File: config.mk
export PLATFORM = sky130hd
export DESIGN_NAME = gsim_mem_responder
export DESIGN_NICKNAME = d
export VERILOG_FILES = /design/src/rtl/gsim_mem_responder.sv
export SDC_FILE = /design/constraint.sdc
export NUM_CORES = 1
export LEC_CHECK = 0
export ABC_AREA = 1
export CAP_MARGIN = 20
export CORE_UTILIZATION = 54
export CTS_CLUSTER_SIZE = 20
export DETAILED_ROUTE_END_ITERATION = 6
export PLACE_DENSITY = 0.86
export REMOVE_ABC_BUFFERS = 1
export SLEW_MARGIN = 20
export SYNTH_ARGS = -nofsm -noshare
export SYNTH_HDL_FRONTEND = slang
export SYNTH_SLANG_ARGS = --single-unit
File: constraint.sdc
create_clock -name i_clk -period 12.15 [get_ports i_clk]
set_clock_uncertainty 0.05 [all_clocks]
set_input_delay 2.43 -clock i_clk [delete_from_list [all_inputs] [get_ports i_clk]]
set_output_delay 2.43 -clock i_clk [all_outputs]
set_load 0.03 [all_outputs]
File: src/rtl/gsim_mem_responder.sv
// Read-side line responder: assembles BEATS SRAM words into one line and
// answers repeated reads of the most recent line from a single-entry buffer.
module gsim_mem_responder #(
  parameter int AW       = 10,
  parameter int BEATS    = 4,
  parameter int SRAM_DW  = 64,
  parameter int SRAM_AW  = 12,
  parameter int SRAM_LAT = 1,
  localparam int LW      = BEATS * SRAM_DW,
  localparam int KW      = $clog2(BEATS)
) (
  input  logic               i_clk,
  input  logic               i_reset,
  input  logic               i_mem_rreq,
  input  logic [AW-1:0]      i_mem_addr,
  output logic               o_mem_rrdy,
  output logic [LW-1:0]      o_mem_dout,
  output logic               o_mem_dout_vld,
  input  logic               i_inv,
  output logic               o_sram_ren,
  output logic [SRAM_AW-1:0] o_sram_addr,
  input  logic [SRAM_DW-1:0] i_sram_rdata
);

  typedef enum logic [1:0] {S_IDLE, S_READ, S_DRAIN, S_RESP} state_e;

  state_e                   state_q;
  logic                     ren_q;
  logic [SRAM_AW-1:0]       sram_addr_q;
  logic [LW-1:0]            dout_q;
  logic                     dout_vld_q;
  logic [LW-1:0]            line_q, line_d;
  logic [AW-1:0]            tag_q;
  logic                     tag_vld_q;
  logic                     inv_seen_q;
  logic [SRAM_LAT-1:0]      cap_vld_q;
  logic [SRAM_LAT*KW-1:0]   cap_beat_q;

  logic          accept, hit, cap_vld, last_cap, last_issue;
  logic [KW-1:0] cap_beat;

  assign o_mem_rrdy     = (state_q == S_IDLE) || (state_q == S_RESP);
  assign o_mem_dout     = dout_q;
  assign o_mem_dout_vld = dout_vld_q;
  assign o_sram_ren     = ren_q;
  assign o_sram_addr    = sram_addr_q;

  assign accept     = i_mem_rreq && o_mem_rrdy;
  assign hit        = tag_vld_q && (tag_q == i_mem_addr) && !i_inv;
  assign last_issue = (sram_addr_q[KW-1:0] == KW'(BEATS - 1));
  // Beat index travels with each issued read so the data lands in the right slot.
  assign cap_vld    = cap_vld_q[SRAM_LAT-1];
  assign cap_beat   = cap_beat_q[SRAM_LAT*KW-1 -: KW];
  assign last_cap   = cap_vld && (cap_beat == KW'(BEATS - 1));

  always_comb begin
    // NOTE: default assignment first so every path drives line_d; without it
    // the partial slot update below would infer a latch.
    line_d = line_q;
    for (int k = 0; k < BEATS; k++) begin
      if (cap_vld && (cap_beat == KW'(k))) line_d[k*SRAM_DW +: SRAM_DW] = i_sram_rdata;
    end
  end

  // NOTE: the line storage is data-only and is guarded by tag_vld_q, so it is
  // deliberately left out of the reset domain.
  always_ff @(posedge i_clk) begin
    line_q <= line_d;
  end

  // NOTE: all state updates use non-blocking assignments so every register
  // samples the pre-edge values regardless of statement order.
  always_ff @(posedge i_clk or posedge i_reset) begin
    if (i_reset) begin
      state_q     <= S_IDLE;
      ren_q       <= 1'b0;
      sram_addr_q <= '0;
      dout_q      <= '0;
      dout_vld_q  <= 1'b0;
      tag_q       <= '0;
      tag_vld_q   <= 1'b0;
      inv_seen_q  <= 1'b0;
      cap_vld_q   <= '0;
      cap_beat_q  <= '0;
    end else begin
      dout_vld_q <= 1'b0;
      cap_vld_q  <= SRAM_LAT'({cap_vld_q, ren_q});
      cap_beat_q <= (SRAM_LAT*KW)'({cap_beat_q, sram_addr_q[KW-1:0]});
      if (i_inv) tag_vld_q <= 1'b0;

      unique case (state_q)
        S_IDLE, S_RESP: begin
          if (accept && hit) begin
            state_q    <= S_RESP;
            dout_vld_q <= 1'b1;
            dout_q     <= line_q;
          end else if (accept) begin
            state_q     <= S_READ;
            ren_q       <= 1'b1;
            sram_addr_q <= {i_mem_addr, KW'(0)};
            tag_vld_q   <= 1'b0;
            inv_seen_q  <= 1'b0;
          end else begin
            state_q <= S_IDLE;
          end
        end
        S_READ: begin
          if (i_inv) inv_seen_q <= 1'b1;
          if (last_issue) begin
            ren_q   <= 1'b0;
            state_q <= S_DRAIN;
          end else begin
            sram_addr_q <= sram_addr_q + SRAM_AW'(1);
          end
        end
        S_DRAIN: begin
          if (i_inv) inv_seen_q <= 1'b1;
          if (last_cap) begin
            state_q    <= S_RESP;
            dout_vld_q <= 1'b1;
            dout_q     <= line_d;
            tag_q      <= sram_addr_q[SRAM_AW-1:KW];
            // An invalidate seen anywhere during the fill keeps the tag out.
            tag_vld_q  <= !(inv_seen_q || i_inv);
          end
        end
        default: state_q <= S_IDLE;
      endcase
    end
  end

endmodule

==> impl_metrics.tcl, run 1 <==
set metrics [dict create \
    synth_cell_types 29 \
    io_pins 349 \
    ir_worst_vdd_uv 235 \
    numCtsBuffers 53 \
    use_met3_pct 4.88 \
    synth_edf_count 0 \
    die_y_um 205 \
    synth_compound_area_share_pct 17.5 \
    required_ns 12.60 \
    drtIter0Drc 1160 \
    min_path_cells 0 \
    grt_overflow 0 \
    critPathMaxFanout 196 \
    ys_ff_latch 543 \
    timing.rr.end "o_mem_dout[205]$_DFFE_PP0P_" \
    die-area_um2 42100 \
    hold_violations 0 \
    r2r-start "cap_vld$_DFF_PP0_" \
    fin_nets 2654 \
    status "finished, violations left" \
    start_util_pct 54.6 \
    clkLatencyLatePin_ns 0.59 \
    end_kind "flop" \
    period_minus_slack_ns 4.99 \
    ant_nets 0 \
    final_util_pct 67.3 \
    critPathTopFamily "buffers and inverters" \
    met2_usage_pct 42.9 \
    rows 74 \
    max_freq_ghz 0.200 \
    finalMaxSlewViolations 0 \
    die_w_um 205 \
    r2r.worst_path.cells 6 \
    htreeDepth 2 \
    clkTransAtPathRegs_ns 0.06 \
    critPathMostFrequentCell "nand2_1" \
    crit_type "input pin to flop" \
    clock_sinks 543 \
    synthMuxAreaShare_pct 8.66 \
    cts_setup_buffers 0 \
    powerDensity_nw_per_um2 341 \
    post_cts_resized 0 \
    timing.final.crit_share_pct 41.1 \
    cts_buffer_depth 3 \
    worstPathArrival_ns 5.44 \
    async_flop_share_pct 52.9 \
    wire_per_inst_um 17.2 \
    io_buffers 348 \
    synthSimpleGateAreaFrac_pct 12.1 \
    grt.busiest_layer "met2" \
    vias_per_cell 5.42 \
    synthCells 2310 \
    slew_headroom_pct 28.1 \
    drv_cap 0 \
    tightest_slew_ns 1.08 \
    grt_pass1_vias 17400 \
    synthXorXnorAreaFrac_pct 0.275 \
    netlist_area_um2 22300 \
    cp-start-kind "input pin" \
    grt_pass1_wl_um 87700 \
    cp_slowest_cell "buf_12" \
    synthAdderAreaFrac_pct 0.168 \
    critPathBufInv 3 \
    cts_tree "done" \
    violations "design-rule violations" \
    fin_setup_tns_ns 0 \
    syn_area_per_cell_um2 9.66 \
    hp-class "flop to flop" \
    ctsHoldBuffers 0 \
    area_growth_pct 23.1 \
    grt_max_degree 197 \
    crit_path_max_incr_delay_ns 0.74 \
    setup_viol 0 \
    drc 1 \
    path_cells "clkdlybuf4s50_1 -> inv_1 -> nand2_1 -> nor2_1 -> nand2_1 -> nor2_1 -> nand3_2 -> nand2_2 -> nand2_8 -> buf_12 -> nand2_1 -> o21ai_2" \
    p_leak_nw 12.2 \
    first_pass_iters 7 \
    ctsRootBufferMaster "clkbuf_16" \
    yosysSeqAreaShare_pct 55.2 \
    worstHoldStart "o_sram_ren$_DFFE_PP0P_" \
    groute.layer.met1.usage_pct 33.0 \
    r2r_slack_ns 8.75 \
    dpl.hpwl_um 33700 \
    synth_top_family_by_area "compound AO/OA/AOI/OAI gates" \
    synth-main-ff-cell "dfrtp_1" \
    grt_antenna_before_repair 1 \
    vias 17000 \
    drive_gt1_share_pct 12.8 \
    core_region_area_um2 40800 \
    rsz0062_at_grt "no" \
    globalplace.congestion 0.852 \
    grt_util_all_layers_pct 25.9 \
    drt_wl_total_um 54100 \
    yosys_warnings 0 \
    holdPathEnd "cap_vld$_DFF_PP0_" \
]
-- Yosys cell counts, drive strengths merged, types with 3 or more instances --
cell type  count  area, um^2
dfxtp        256        5120
clkbuf        71         268
nand3         17        90.1
buf           83         742
o21ai        541        3560
a21oi         66         330
inv           95         357
ha             3        37.5
mux2i        193        1930
nand4          4        25.0
nor2          80         300
xnor2          5        43.8
dfrtp        287        7180
nand2        602        2270
-- report_power, final --
part           internal, mW  switching, mW
combinational          1.68           2.70
clock                  1.02          0.678
sequential             2.71          0.556
-- final cells by class --
| type | count | area [um^2] |
|---|---|---|
| antenna | 1 | 2.50 |
| clock buffer | 80 | 1550 |
| clock inverter | 16 | 255 |
| fill | 2993 | 13400 |
| inverter | 95 | 364 |
| multi-input combinational | 1518 | 8700 |
| sequential | 543 | 12300 |
| tap | 532 | 666 |
| timing repair buffer | 362 | 3630 |
-- worst max path at each step --
stage                                      start                           to  cells past startpoint
after floorplan           state_q[0]$_DFFE_PP0P_  o_mem_dout[192]$_DFFE_PP0P_                      5
after global placement                     i_inv  o_mem_dout[122]$_DFFE_PP0P_                     12
after detailed placement                   i_inv  o_mem_dout[186]$_DFFE_PP0P_                     12
after CTS                                  i_inv   o_mem_dout[57]$_DFFE_PP0P_                     12
after global routing                       i_inv  o_mem_dout[205]$_DFFE_PP0P_                     12
final                                      i_inv  o_mem_dout[205]$_DFFE_PP0P_                     12
-- worst register-to-register path: stages, from the launching register on --
cell,delay [ns]
dfrtp_1,0.51
nand3_4,0.46
nand2_1,0.26
nand2_8,0.67
buf_12,0.84
nand2_1,0.41
o21ai_2,0.13
-- metal layers --
metal,routed length [um],part of all wire (%),vias up
li1,-,-,8179
met1,22800,42,8240
met2,26100,48,508
met3,3230,6.0,121
met4,2040,3.8,0
met5,0,0,-
-- state kept, by name, indices dropped and copies added (netlist names) --
signal,cells
o_mem_dout,256
cap_vld,1
o_mem_dout_vld,1
inv_seen_q,1
o_sram_ren,1
line_q,256
o_sram_addr,12
cap_beat,2
tag_vld_q,1
tag_q,10
state_q,2
-- placed cells by master (no fill, tap or decap), types with 11 or more instances in the layout --
cell	instances
a21oi_1	66
buf_4	11
clkbuf_1	16
clkbuf_16	54
clkdlybuf4s50_1	348
dfrtp_1	287
dfxtp_1	256
inv_1	92
mux2i_1	193
nand2_1	598
nand3_1	14
nor2_1	79
o21ai_0	275
o21ai_1	40
o21ai_2	226
-- per-stage QoR --
stage	worst slack (ns)	power (mW)	std cells	hold WS, ns	instance area, um^2
2_1_floorplan	-1.22	6.39	2156	0.379	21300
5_1_grt	6.93	9.93	3147	0.402	27500
6_report	7.16	9.35	3147	0.376	27500
3_5_place_dp	6.69	7.64	3050	0.363	25700
4_1_cts	7.28	9.39	3146	0.380	27500
3_3_place_gp	6.82	7.43	3050	0.362	25700
-- logic make-up (layout without fill, tap and decap cells) --
| logic type | Yosys count | after routing |
|---|---|---|
| fa+ha+maj | 3 | 3 |
| flops | 543 | 543 |
| compound gates | 609 | 609 |
| simple gates | 706 | 706 |
| mux | 193 | 193 |
| other cells | 0 | 1 |
| xor+xnor | 7 | 7 |
| buf+inv | 249 | 553 |
Power figures use the tool's default switching activity.
==> inputs of run 2 (changes only) <==
==> constraint.sdc (replaced) <==
create_clock -name i_clk -period 5.25 [get_ports i_clk]
set_clock_uncertainty 0.05 [all_clocks]
set_input_delay 1.05 -clock i_clk [delete_from_list [all_inputs] [get_ports i_clk]]
set_output_delay 1.05 -clock i_clk [all_outputs]
set_load 0.03 [all_outputs]
==> impl_metrics.tcl, run 2 (synthesis results as in run 1) <==
set metrics [dict create \
    status "complete, no violations" \
    worstPathArrival_ns 3.90 \
    end_kind "flop" \
    p_total_mw 21.6 \
    period_minus_slack_ns 3.43 \
    grt_pass1_vias 17300 \
    cts_tree "done" \
    design_area_um2 27600 \
    crit_type "flop to flop" \
    drive_gt1_share_pct 13.2 \
    drtIter0Drc 1120 \
    final_util_pct 67.5 \
    vias_per_cell 5.50 \
    path_cells "inv_1 -> ha_4 -> nand2_1 -> nand2_8 -> buf_4 -> buf_4 -> nand2_1 -> o21ai_2" \
    cts_setup_buffers 0 \
    globalplace.congestion 0.898 \
    grt_max_degree 142 \
    placed_area_um2 25700 \
    max_freq_ghz 0.292 \
    drv_cap 0 \
    layout_commonest_cell "nand2_1" \
    setup_viol 0 \
    die-area_um2 42100 \
    grt_pass1_wl_um 88200 \
    critPathTopFamily "simple AND/OR/NAND/NOR gates" \
    numCtsBuffers 54 \
    io_pins 349 \
    post_cts_resized 0 \
    die_y_um 205 \
    final_cell_mix "nand2_1 (598), clkdlybuf4s50_1 (348), dfrtp_1 (287)" \
    cp-start-kind "flop" \
    crit_path_max_incr_delay_ns 0.72 \
    die_w_um 205 \
    cp_slowest_cell "ha_4" \
    wire_per_inst_um 17.6 \
    clkTransAtPathRegs_ns 0.06 \
    ctsRootBufferMaster "clkbuf_16" \
    cts_buffer_depth 3 \
    powerDensity_nw_per_um2 785 \
    place_ws_ns 1.44 \
    critPathMaxFanout 93 \
    insertedDiodeCount 0 \
    setup_ws_ns 1.82 \
    fillers 3003 \
    met1_length_um 22800 \
    wl_met2_um 27200 \
    start_util_pct 54.6 \
    hp-class "flop to flop" \
    drt_wl_total_um 55600 \
    rows 74 \
    finalMaxSlewViolations 0 \
    core_region_area_um2 40800 \
    area_growth_pct 23.5 \
    required_ns 5.72 \
    grt_antenna_before_repair 0 \
    route.met3.wl_um 3870 \
    grt_util_all_layers_pct 26.2 \
    critPathBufInv 3 \
    ir_worst_vdd_uv 459 \
    first_pass_iters 6 \
    clkLatencyLatePin_ns 0.60 \
    holdWs_ns 0.372 \
    timing.final.crit_share_pct 65.3 \
    slew_headroom_pct 25.0 \
    tightest_slew_ns 1.12 \
    ant_nets 0 \
    fin_nets 2661 \
    rsz0062_at_grt "no" \
    top_layer_used "met4" \
    p_leak_nw 12.3 \
    drc 0 \
    vias 17400 \
    dpl.hpwl_um 34700 \
    ctsHoldBuffers 0 \
    io_buffers 348 \
    htreeDepth 2 \
    clock_sinks 543 \
    grt_overflow 0 \
    hold_violations 0 \
]
run 2: cell types whose count changed in the layout (fill, tap and decap cells not counted), sizes merged:
cell | previous run | this run
buf | 14 | 20
bufinv | 7 | 0
inv | 95 | 94
clkinvlp | 0 | 2
clkbuf | 80 | 94
clkinv | 9 | 7
diode | 1 | 0
run 2: report_power, final:
| part | total (mW) | switching [mW] | internal [mW] |
|---|---|---|---|
| Combinational | 10.2 | 6.27 | 3.89 |
| Sequential | 7.60 | 1.32 | 6.28 |
| Clock | 3.88 | 1.60 | 2.28 |
| Total | 21.6 | 9.19 | 12.4 |
run 2: final cells by class:
class / instances / area (um^2) / share of cell area (%)
sequential: 543 / 12300 / 44.7
multi-input combinational: 1518 / 8700 / 31.6
clock buffer: 94 / 1780 / 6.44
clock inverter: 8 / 45.0 / 0.163
timing repair buffer: 368 / 3700 / 13.4
inverter: 95 / 369 / 1.34
tap: 532 / 666 / 2.42
run 2: per-stage QoR:
stage / std cells / TNS [ns]
2_1_floorplan: 2156 / -3020.13
3_3_place_gp: 3056 / 0
3_5_place_dp: 3056 / 0
4_1_cts: 3158 / 0
5_1_grt: 3158 / 0
6_report: 3158 / 0
run 2: worst register-to-register path, delay by kind of cell, from the launching register on:
kind                       cells  cell delay (ns)
buffers and inverters          3             0.95
AOI/OAI and AO/OA              1             0.09
and+or+nand+nor                3             1.13
DFF                            1             0.41
adders and majority gates      1             0.72
run 2: path summary, 6_finish.rpt:
check / startpoint / to / slack (ns) / depth (start not counted)
min: o_sram_ren$_DFFE_PP0P_ / cap_vld$_DFF_PP0_ / 0.37 / 0
max: state_q[0]$_DFFE_PP0P_ / o_mem_dout[217]$_DFFE_PP0P_ / 1.82 / 8
max in group asynchronous: i_reset / o_mem_dout[77]$_DFFE_PP0P_ / 3.22 / 3
min reg2reg: o_sram_ren$_DFFE_PP0P_ / cap_vld$_DFF_PP0_ / 0.37 / 0
max reg2reg: state_q[0]$_DFFE_PP0P_ / o_mem_dout[217]$_DFFE_PP0P_ / 1.82 / 8
min in group asynchronous: i_reset / tag_q[4]$_DFFE_PP0P_ / 0.97 / 2
run 2: layer usage:
metal  track usage [%]  vias to the layer above
met4              10.8                        0
met1              33.4                     8410
met2              43.6                      652
met3              5.07                      121
met5                 0                        -
li1                  -                     8193
